`src/rtl/median_pkg.sv`:
```
// rtl/median_pkg.sv - shared constants for the median sequencer slice
//
// Purpose : default window geometry, FSM state encoding and helpers that
//           derive the counter widths from NB_PIXEL.
// Ports   : none (package).
package median_pkg;

    localparam int SIZE_DEF     = 8;
    localparam int NB_PIXEL_DEF = 9;

    localparam int ST_W = 2;
    localparam logic [ST_W-1:0] ST_IDLE = 2'd0;
    localparam logic [ST_W-1:0] ST_LOAD = 2'd1;
    localparam logic [ST_W-1:0] ST_PASS = 2'd2;
    localparam logic [ST_W-1:0] ST_DONE = 2'd3;

    // Pixel/cycle counter must reach NB_PIXEL without wrapping.
    function automatic int cyc_cnt_w(input int nb);
        return $clog2(nb + 1);
    endfunction

    // Pass counter must reach NB_PIXEL/2 without wrapping.
    function automatic int pass_cnt_w(input int nb);
        return $clog2(nb / 2 + 1);
    endfunction

endpackage

```
`src/rtl/median_seq_cnt.sv`:
```
// rtl/median_seq_cnt.sv - load/pass counter pair and compare decision
//
// Purpose : counts load beats, then PASS cycles and passes; flags the
//           last load beat, compare vs realign cycles, and the end of the
//           final pass.
// Ports   : clk_i, rst_i (sync, active-high); clr_i zero both counters;
//           load_beat_i accepted beat; pass_en_i sequencer in PASS;
//           load_last_o current beat completes the window; compare_o
//           current PASS cycle is a compare cycle; pass_end_o last cycle
//           of the final pass.
module median_seq_cnt
    import median_pkg::*;
#(
    parameter int NB_PIXEL = NB_PIXEL_DEF
) (
    input  logic clk_i,
    input  logic rst_i,
    input  logic clr_i,
    input  logic load_beat_i,
    input  logic pass_en_i,
    output logic load_last_o,
    output logic compare_o,
    output logic pass_end_o
);

    localparam int CW = cyc_cnt_w(NB_PIXEL);
    localparam int PW = pass_cnt_w(NB_PIXEL);
    localparam logic [CW-1:0] LAST_IDX  = CW'(NB_PIXEL - 1);
    localparam logic [PW-1:0] LAST_PASS = PW'(NB_PIXEL / 2);

    logic [CW-1:0] cyc_q, cyc_d;
    logic [PW-1:0] pass_q, pass_d;
    logic [CW-1:0] n_cmp;
    logic          final_pass;

    // Pass k compares NB_PIXEL-1-k times; the rest of its cycles realign.
    assign n_cmp       = LAST_IDX - CW'(pass_q);
    assign final_pass  = (pass_q == LAST_PASS);
    assign compare_o   = (cyc_q < n_cmp);
    assign load_last_o = (cyc_q == LAST_IDX);
    assign pass_end_o  = pass_en_i && final_pass && (cyc_q == n_cmp - CW'(1));

    always_comb begin
        cyc_d  = cyc_q;
        pass_d = pass_q;
        if (clr_i) begin
            cyc_d  = '0;
            pass_d = '0;
        end else if (load_beat_i) begin
            cyc_d = load_last_o ? '0 : cyc_q + CW'(1);
        end else if (pass_en_i) begin
            if (pass_end_o) begin
                cyc_d  = '0;
                pass_d = '0;
            end else if (cyc_q == LAST_IDX) begin
                cyc_d  = '0;
                pass_d = pass_q + PW'(1);
            end else begin
                cyc_d = cyc_q + CW'(1);
            end
        end
    end

    always_ff @(posedge clk_i) begin
        if (rst_i) begin
            cyc_q  <= '0;
            pass_q <= '0;
        end else begin
            cyc_q  <= cyc_d;
            pass_q <= pass_d;
        end
    end

endmodule

```
`src/rtl/median_seq.sv`:
```
// rtl/median_seq.sv - control sequencer feeding a MED median datapath
//
// Purpose : accepts NB_PIXEL pixels over a valid/ready stream, shifts them
//           into MED, runs the compare/realign passes that leave the median
//           in MED's last stage, and reports it with a one-cycle pulse.
// Ports   : CLK; RST sync active-high; PIX_IN/PIX_VALID/PIX_READY pixel
//           stream; DI/DSI/BYP/DO MED interface; MED_OUT/MED_VALID result;
//           LOAD_ERR window aborted (PIX_VALID dropped mid-load).
// Config  : MEDIAN_SEQ_RESULT_REG_EN registers MED_OUT/MED_VALID one cycle
//           after DONE; otherwise MED_OUT follows DO and MED_VALID is DONE.
module median_seq
    import median_pkg::*;
#(
    parameter int SIZE     = SIZE_DEF,
    parameter int NB_PIXEL = NB_PIXEL_DEF
) (
    input  logic            CLK,
    input  logic            RST,
    input  logic [SIZE-1:0] PIX_IN,
    input  logic            PIX_VALID,
    output logic            PIX_READY,
    output logic [SIZE-1:0] DI,
    output logic            DSI,
    output logic            BYP,
    input  logic [SIZE-1:0] DO,
    output logic [SIZE-1:0] MED_OUT,
    output logic            MED_VALID,
    output logic            LOAD_ERR
);

    logic [ST_W-1:0] state_q, state_d;
    logic            beat;
    logic            load_last;
    logic            compare;
    logic            pass_end;
    logic            cnt_clr;

    assign PIX_READY = (state_q == ST_IDLE) || (state_q == ST_LOAD);
    assign beat      = PIX_VALID && PIX_READY;
    assign DI        = PIX_IN;
    assign DSI       = (state_q != ST_PASS);
    assign BYP       = !((state_q == ST_PASS) && compare);
    assign LOAD_ERR  = (state_q == ST_LOAD) && !PIX_VALID;
    assign cnt_clr   = LOAD_ERR || (state_q == ST_DONE);

    median_seq_cnt #(
        .NB_PIXEL (NB_PIXEL)
    ) u_cnt (
        .clk_i       (CLK),
        .rst_i       (RST),
        .clr_i       (cnt_clr),
        .load_beat_i (beat),
        .pass_en_i   (state_q == ST_PASS),
        .load_last_o (load_last),
        .compare_o   (compare),
        .pass_end_o  (pass_end)
    );

    always_comb begin
        state_d = state_q;
        case (state_q)
            ST_IDLE: if (beat) state_d = ST_LOAD;
            ST_LOAD: begin
                if (!PIX_VALID)     state_d = ST_IDLE;
                else if (load_last) state_d = ST_PASS;
            end
            ST_PASS: if (pass_end) state_d = ST_DONE;
            default: state_d = ST_IDLE;
        endcase
    end

    always_ff @(posedge CLK) begin
        if (RST) state_q <= ST_IDLE;
        else     state_q <= state_d;
    end

`ifdef MEDIAN_SEQ_RESULT_REG_EN
    logic [SIZE-1:0] med_out_q;
    logic            med_valid_q;

    always_ff @(posedge CLK) begin
        if (RST) begin
            med_out_q   <= '0;
            med_valid_q <= 1'b0;
        end else begin
            med_valid_q <= (state_q == ST_DONE);
            if (state_q == ST_DONE) med_out_q <= DO;
        end
    end

    assign MED_OUT   = med_out_q;
    assign MED_VALID = med_valid_q;
`else
    assign MED_OUT   = DO;
    assign MED_VALID = (state_q == ST_DONE);
`endif

endmodule
```
`config.mk`:
```
export PLATFORM = sky130hd
export DESIGN_NAME = median_seq
export DESIGN_NICKNAME = d
export VERILOG_FILES = /design/src/rtl/median_pkg.sv /design/src/rtl/median_seq_cnt.sv /design/src/rtl/median_seq.sv
export SDC_FILE = /design/constraint.sdc
export NUM_CORES = 1
export LEC_CHECK = 0
export CAP_MARGIN = 0
export CORE_UTILIZATION = 39
export CTS_CLUSTER_DIAMETER = 150
export DETAILED_ROUTE_END_ITERATION = 8
export PLACE_DENSITY = 0.79
export SLEW_MARGIN = 20
export SYNTH_ARGS = -nofsm -noshare
export SYNTH_HDL_FRONTEND = slang
export SYNTH_SLANG_ARGS = --single-unit
```
`constraint.sdc`:
```
create_clock -name CLK -period 4.05 [get_ports CLK]
set_input_delay 0.6075 -clock CLK [delete_from_list [all_inputs] [get_ports CLK]]
set_output_delay 0.6075 -clock CLK [all_outputs]
set_load 0.02 [all_outputs]
```
---- After elaboration in Yosys (flattened, before gate mapping) ----
Index checks and enable logic that the tools add are counted.
word-level totals
  register bits after elaboration ......... 9
  output and inout bits ................... 21
  word-level logic and storage cells ...... 45
operators by class
  add/subtract/negate cells ............... 4
  order comparisons ....................... 1
  equality and inequality tests ........... 10
  muxes and demuxes ....................... 11
  bitwise operators ....................... 1
  reduce and logical (&&, ||, !) cells .... 15
operator list
  kind                 count
  $mux 4               4
  $mux 2               4
  $mux 3               2
  $ne 2x2->1 const B   3
  $pmux 2 s3           1
  $reduce_and 3->1     2
  $logic_and 1x1->1    5
  $add 4x1->4 const B  1
  $eq 2x2->1 const B   2
  $eq 4x4->1           1
  $eq 4x4->1 const B   1
  $lt 4x4->1           1
  $reduce_bool 2->1    2
  $sub 4x1->4 const B  1
  $sub 4x3->4 const A  1
  $add 3x1->3 const B  1
  $eq 3x3->1 const B   1
  $ne 3x3->1 const B   1
  $eq 2x1->1 const B   1
  $logic_not 1->1      2
  $logic_not 2->1      1
  $logic_or 1x1->1     2
  $reduce_or 2->1      1
  $not 1->1            1

---- Longest topological paths before layout ----
Gate-level depths: netlist of run 1.
  word-level depth ........................ 7
  gate-level depth with buffers ........... 8
  gate-level depth less buffers ........... 8

---- Modules after synthesis ----
Synthesis of run 1 repeated with hierarchy kept, for this count alone.
unflattened totals
  cells, all modules ...................... 104
  area total of the unflattened synthesis .. 877.1 um^2
modules (own cells, without submodules)
  module          instances  cells each  area each (um^2)  sequential area each (um^2)
  median_seq_cnt  1          73          629.4             140.1
  median_seq      1          31          247.7             40.0

---- Worst setup path after synthesis of run 1 ----
Ideal clock, no wire load.
  kind .................................... register -> output
  start point ............................. register u_cnt.pass_q[0]
  end point ............................... output port BYP
  arrival ................................. 1.643 ns
  data required time ...................... 3.442 ns
  setup slack ............................. 1.800 ns
  stages on the path, launching flop included .. 9
  buffers on the path ..................... 0
  cells stage by stage .................... dfxtp_1 > inv_1 > ha_1 > inv_1 > ha_1 > nor2b_1 > o21a_1 > o21ai_0 > nand2_1
on the way
  longest elaborated chain between the ends .. 4
ends and longest elaborated chain
  what                      RTL line              text
  start: declaration        median_seq_cnt.sv:32  logic [PW-1:0] pass_q, pass_d;
  start signal: assignment  median_seq_cnt.sv:70  pass_q <= pass_d;
  $sub 4x3->4               median_seq_cnt.sv:37  assign n_cmp = LAST_IDX - CW'(pass_q);
  $lt 4x4->1                median_seq_cnt.sv:39  assign compare_o = (cyc_q < n_cmp);
  $logic_and 1x1->1         median_seq.sv:42      assign BYP = !((state_q == ST_PASS) && compare);
  $logic_not 1->1           median_seq.sv:42
  end: declaration          median_seq.sv:24      output logic BYP,
Every way passes these cells.

---- Worst setup path in the final report of run 1 ----
Same ends and word-level chain as after synthesis.

==> results of run 1 <==
==> worst paths after layout <==
check | endpoint | slack (ns) | cells past startpoint
hold / removal | u_cnt.pass_q[1]$_SDFFE_PP0P_ | 0.53 | 2
hold reg to reg | u_cnt.pass_q[1]$_SDFFE_PP0P_ | 0.53 | 2
setup / recovery | BYP | 0.96 | 9
setup reg to reg | u_cnt.cyc_q[1]$_SDFFE_PP0P_ | 1.96 | 8
==> flip-flops by register name, summed over array words and instances, names as in the netlist <==
register,cells
u_cnt.pass_q,3
state_q,2
u_cnt.cyc_q,4
==> cell type report <==
type	count	area [um^2]	share of cell area
multi-input combinational	72	543	0.617
sequential	9	180	0.205
tap	27	33.8	0.0384
inverter	7	26.3	0.0299
clock buffer	4	26.3	0.0299
timing repair buffer	7	70.1	0.0797
==> synth_stat cells, types with 2 or more instances <==
master | number | area share
nand2b_1 | 2 | 0.014
o21ai_0 | 5 | 0.029
inv_1 | 6 | 0.026
dfxtp_1 | 9 | 0.21
ha_1 | 9 | 0.13
a21oi_1 | 5 | 0.029
a31oi_1 | 2 | 0.014
nor3b_1 | 2 | 0.017
nor2b_1 | 2 | 0.014
a211oi_1 | 2 | 0.017
buf_4 | 16 | 0.14
nand2_1 | 10 | 0.043
nand3b_1 | 2 | 0.017
xnor2_1 | 4 | 0.040
nor2_1 | 5 | 0.021
nor3_1 | 3 | 0.017
==> power by group through the flow <==
stage	logic, mW	registers [mW]	clock network [mW]
3_3_place_gp	0.0247	0.0957	0
3_5_place_dp	0.0254	0.0960	0
4_1_cts	0.0255	0.0939	0.0750
5_1_grt	0.0287	0.0942	0.0783
2_1_floorplan	0.0418	0.0948	0
6_report	0.0256	0.0938	0.0717
==> cell families (layout without fill, tap and decap cells) <==
kind of cell | count (synthesis) | count (layout) | share of synthesized area
simple gates | 33 | 33 | 0.222
buf+inv | 24 | 18 | 0.173
xor+xnor | 5 | 5 | 0.0501
compound gates | 24 | 24 | 0.207
flops | 9 | 9 | 0.206
mux | 1 | 1 | 0.0129
fa+ha+maj | 9 | 9 | 0.129
==> per-layer routing <==
metal  vias to the layer above  part of all wire  wire (um)  GRT usage
li1                        339                 -          -          -
met1                       314              0.44        749      0.183
met2                        30              0.47        789      0.274
met3                        11             0.059         99     0.0374
met4                         0             0.027         46     0.0931
met5                         -                 0          0          0
==> worst register-to-register path: stages (launching register included) <==
cell,delay (ns)
dfxtp_1,0.44
inv_1,0.10
ha_1,0.21
ha_1,0.31
nand2b_1,0.08
xnor2_1,0.30
nand2_1,0.20
a41oi_1,0.24
a21oi_1,0.09
==> stage by stage <==
step	hold slack (ns)	cells	utilization	power, mW	setup slack, ns
2_1_floorplan	0.478	105	-	0.137	1.80
3_3_place_gp	0.516	122	0.418	0.120	1.32
3_5_place_dp	0.514	122	0.418	0.121	1.24
4_1_cts	0.524	126	0.431	0.194	0.942
5_1_grt	0.570	126	0.431	0.201	0.722
6_report	0.527	126	0.431	0.191	0.956
==> impl_metrics.csv, run 1 <==
group,metric,value,unit
status,status,"finished clean",
sta,fmax,323,MHz
pwr,sequentialPowerShare,0.491,
layout,fin_nets,128,
grt,grt_start_max_net_pins,10,
sta,fin_setup_tns,0,ns
grt,antenna_found_initial,0,
pwr,p_int,141,uW
logic_synthesis,yosysWarnings,0,
worst_setup_path,slowest_delay,0.53,ns
grt,grt_pass1_wl,2990,um
floorplanning,die_x,49.4,um
logic_synthesis,ys_ff_latch,9,
min_path,hold_path.startpoint,"u_cnt.pass_q[1]$_SDFFE_PP0P_",
clock_network,root_buffer,"clkbuf_4",
min_path,hp-class,"reg2reg",
worst_setup_path,path_max_fanout,7,
layout,final_cell_mix,"nand2_1 (10), ha_1 (9), dfxtp_1 (9)",
sta,finalMaxSlewViolations,0,
logic_synthesis,syn_inst,105,
pwr,clkPwrFrac,0.375,
clock_network,clkLatencyLatePin,0.27,ns
layout,finalInstanceArea,880,um^2
floorplanning,die-area,2440,um^2
clock_network,cts_setup_buffers,0,
floorplanning,rows,16,
logic_synthesis,syn_area,875,um^2
detailed_routing,drc,0,
detailed_routing,wl_per_cell,13.4,um
pwr,ir_drop,114,uV
placed_design,dp_hpwl,1340,um
logic_synthesis,seq_area_frac_synth,0.206,
detailed_routing,vias,694,
worst_setup_path,path_buf_inv,3,
worst_setup_path,cp_slowest_cell,"clkdlybuf4s50_1",
clock_network,clock_tree.htree_level_count,1,
layout,syn2layout_area_growth,0.572,%
clock_network,cts_tree,"yes",
worst_setup_path,worstSetupStartpointType,"flip-flop",
pwr,p_leak,0.338,nW
layout,fillers,220,
placed_design,port_buffers,7,
worst_setup_path,critPathArrivalTime,2.49,ns
clock_network,cts_buffers,3,
clock_network,clk_pin_slew,0.06,ns
sta,min_period,3.09,ns
detailed_routing,ant_nets,0,
logic_synthesis,synth_cell_types,37,
worst_setup_path,cp_cell_sequence,"inv_1 > ha_1 > inv_1 > ha_1 > nor2b_1 > o21a_1 > o21ai_0 > nand2_1 > clkdlybuf4s50_1",
floorplanning,core,2040,um^2
sta,report.final.setup_viol,0,
logic_synthesis,synthesis.nets,133,
clock_network,cts_sinks,9,
layout,mostFrequentLayoutCell,"nand2_1",
pwr,switching_share,0.264,
sta,hold_viol_final,0,
worst_setup_path,cp-end-kind,"output port",
pwr,p_switching,50.4,uW
pwr,p_per_area,217,nW/um^2
placed_design,place_area,853,um^2
layout,layout-drive-gt1-share,0.101,
sta,final.setup_skew,0.00522,ns
grt,track_usage,0.161,
layout,antennaDiodeCount,0,
detailed_routing,viasPerCell,5.51,
sta,max_slew_margin,0.773,
grt,globalRouteOverflowTotal,0,
worst_setup_path,critical_path_class,"reg2out",
detailed_routing,routed_wl,1690,um
floorplanning,die_h,49.4,um
worst_setup_path,rr_startpoint,"u_cnt.pass_q[0]$_SDFFE_PP0P_",
floorplanning,initial_core_util,0.428,
logic_synthesis,ys.flop_type,"dfxtp_1",
logic_synthesis,syn_area_per_cell,8.33,um^2
floorplanning,io_pins,40,
worst_setup_path,cp.required,3.44,ns
sta,tightest_slew,0.338,ns
pwr,power_frac_comb,0.134,
worst_setup_path,crit_family,"buffers and inverters",
detailed_routing,drt-pass1-iter-count,4,
worst_setup_path,startpoint,"u_cnt.pass_q[0]$_SDFFE_PP0P_",
sta,fin_crit_sh,0.764,
detailed_routing,drt_first_iter_violations,29,
run,drv_cap,0,
grt,grt_pass1_vias,702,
placed_design,place_congestion,0.800,
logic_synthesis,asyncSetResetFlopFracSynth,0,
clock_network,clock_path_buffers,2,
clock_network,cts_hold_buffers,0,
sta,rsz0062_at_grt,"no",
logic_synthesis,synth-edff-count,0,
clock_network,cts-resized-gates,0,
(Power assumes the default switching activity.)
==> inputs of run 2 (changes only) <==
--- a/config.mk
+++ b/config.mk
@@ -6,7 +6,7 @@
 export NUM_CORES = 1
 export LEC_CHECK = 0
 export CAP_MARGIN = 0
-export CORE_UTILIZATION = 39
+export CORE_UTILIZATION = 37
 export CTS_CLUSTER_DIAMETER = 150
 export DETAILED_ROUTE_END_ITERATION = 8
 export PLACE_DENSITY = 0.79
==> constraint.sdc (replaced) <==
create_clock -name CLK -period 2.8 [get_ports CLK]
set_input_delay 0.42 -clock CLK [delete_from_list [all_inputs] [get_ports CLK]]
set_output_delay 0.42 -clock CLK [all_outputs]
set_load 0.02 [all_outputs]
==> impl_metrics.csv, run 2 (same netlist as run 1, synthesis figures left out) <==
group,metric,value,unit
sta,report.final.setup_viol,0,
detailed_routing,ant_nets,0,
status,status,"finished clean",
pwr,finalPower,277,uW
detailed_routing,vias,688,
layout,top_regs,"u_cnt.cyc_q (4), u_cnt.pass_q (3), state_q (2)",
clock_network,cts_tree,"yes",
worst_setup_path,cp_cell_sequence,"inv_1 > ha_1 > inv_1 > ha_1 > nor2b_1 > o21a_1 > o21ai_0 > nand2_1 > dlygate4sd2_1",
worst_setup_path,crit_family,"adder cells",
grt,grt_pass1_vias,617,
sta,min_period,2.59,ns
detailed_routing,wl_per_cell,13.4,um
sta,fin_crit_sh,0.926,
pwr,ir_drop,199,uV
floorplanning,die-area,2560,um^2
clock_network,cts_sinks,9,
floorplanning,rows,17,
layout,antennaDiodeCount,0,
layout,syn2layout_area_growth,0.715,%
layout,final_cell_mix,"nand2_1 (10), ha_1 (9), dfxtp_1 (8)",
grt,grt_start_max_net_pins,10,
clock_network,root_buffer,"clkbuf_4",
worst_setup_path,critPathArrivalTime,2.17,ns
worst_setup_path,path_max_fanout,7,
sta,rsz0062_at_grt,"no",
sta,hold_viol_final,0,
clock_network,cts-resized-gates,2,
sta,fin_setup_tns,0,ns
worst_setup_path,cp_slowest_cell,"dfxtp_2",
clock_network,clk_pin_slew,0.06,ns
detailed_routing,drt_first_iter_violations,11,
worst_setup_path,cp.required,2.38,ns
detailed_routing,routed_wl,1700,um
worst_setup_path,critical_path_class,"reg2out",
detailed_routing,drt-pass1-iter-count,4,
layout,fin_nets,128,
grt,antenna_found_initial,0,
layout,multi_input_area,543,um^2
placed_design,dp_hpwl,1290,um
clock_network,clock_tree.htree_level_count,1,
pwr,p_per_area,315,nW/um^2
detailed_routing,viasPerCell,5.42,
floorplanning,initial_core_util,0.395,
worst_setup_path,worstSetupStartpointType,"flip-flop",
worst_setup_path,path_buf_inv,3,
clock_network,clkLatencyLatePin,0.27,ns
floorplanning,io_pins,40,
placed_design,place_congestion,0.899,
layout,layout-drive-gt1-share,0.111,
clock_network,clock_path_buffers,2,
sta,fmax,386,MHz
floorplanning,die_h,50.6,um
layout,fin_util,0.398,
layout,regArea,181,um^2
run,drv_cap,0,
pwr,p_leak,0.336,nW
detailed_routing,drc,0,
clock_network,cts_setup_buffers,0,
floorplanning,core,2210,um^2
worst_setup_path,slowest_delay,0.39,ns
min_path,hp-class,"reg2reg",
clock_network,cts_hold_buffers,0,
floorplanning,die_x,50.6,um
grt,track_usage,0.141,
sta,tightest_slew,0.362,ns
placed_design,port_buffers,7,
layout,fillers,229,
layout,top_register,"u_cnt.cyc_q",
worst_setup_path,cp-end-kind,"output port",
sta,hold_ws,0.541,ns
layout,largest_reg_flops,4,
sta,final.setup_skew,0.000203,ns
layout,mostFrequentLayoutCell,"nand2_1",
sta,finalMaxSlewViolations,0,
clock_network,cts_buffers,3,
sta,max_slew_margin,0.759,
grt,globalRouteOverflowTotal,0,
grt,grt_pass1_wl,2720,um
run 2: worst paths after layout:
kind	cells past startpoint	to	from	slack, ns
setup / recovery	9	BYP	u_cnt.pass_q[0]$_SDFFE_PP0P_	0.21
hold / removal	2	u_cnt.pass_q[1]$_SDFFE_PP0P_	u_cnt.pass_q[1]$_SDFFE_PP0P_	0.54
setup reg to reg	7	u_cnt.cyc_q[2]$_SDFFE_PP0P_	u_cnt.pass_q[0]$_SDFFE_PP0P_	0.81
hold reg to reg	2	u_cnt.pass_q[1]$_SDFFE_PP0P_	u_cnt.pass_q[1]$_SDFFE_PP0P_	0.54
run 2: power by group:
part	internal, mW	switching, mW
clock network	0.0551	0.0482
registers	0.131	0.00504
logic	0.0174	0.0203
run 2: per-layer routing:
| metal | global-route usage | share of wire | up-vias |
|---|---|---|---|
| li1 | - | - | 339 |
| met1 | 0.166 | 0.44 | 322 |
| met2 | 0.229 | 0.47 | 20 |
| met3 | 0.0485 | 0.061 | 7 |
| met4 | 0.0648 | 0.026 | 0 |
| met5 | 0 | 0 | - |
run 2: area by class of cell:
cell class	instances	area share
Multi-Input combinational cell	72	0.616
Tap cell	28	0.0398
Clock buffer	4	0.0298
Sequential cell	9	0.206
Inverter	7	0.0298
Timing Repair Buffer	7	0.0781
run 2: worst min-delay path, stage by stage (launching register included):
cell     delay [ns]
dfxtp_1        0.33
inv_1          0.08
o31ai_1        0.08
run 2: stage by stage:
| stage | area, um^2 | instances | setup slack, ns |
|---|---|---|---|
| after detailed placement | 855 | 123 | 0.204 |
| after global placement | 855 | 123 | 0.260 |
| after CTS | 881 | 127 | 0.210 |
| after floorplan | 875 | 105 | 0.737 |
| after global routing | 881 | 127 | 0.0315 |
| final | 881 | 127 | 0.207 |
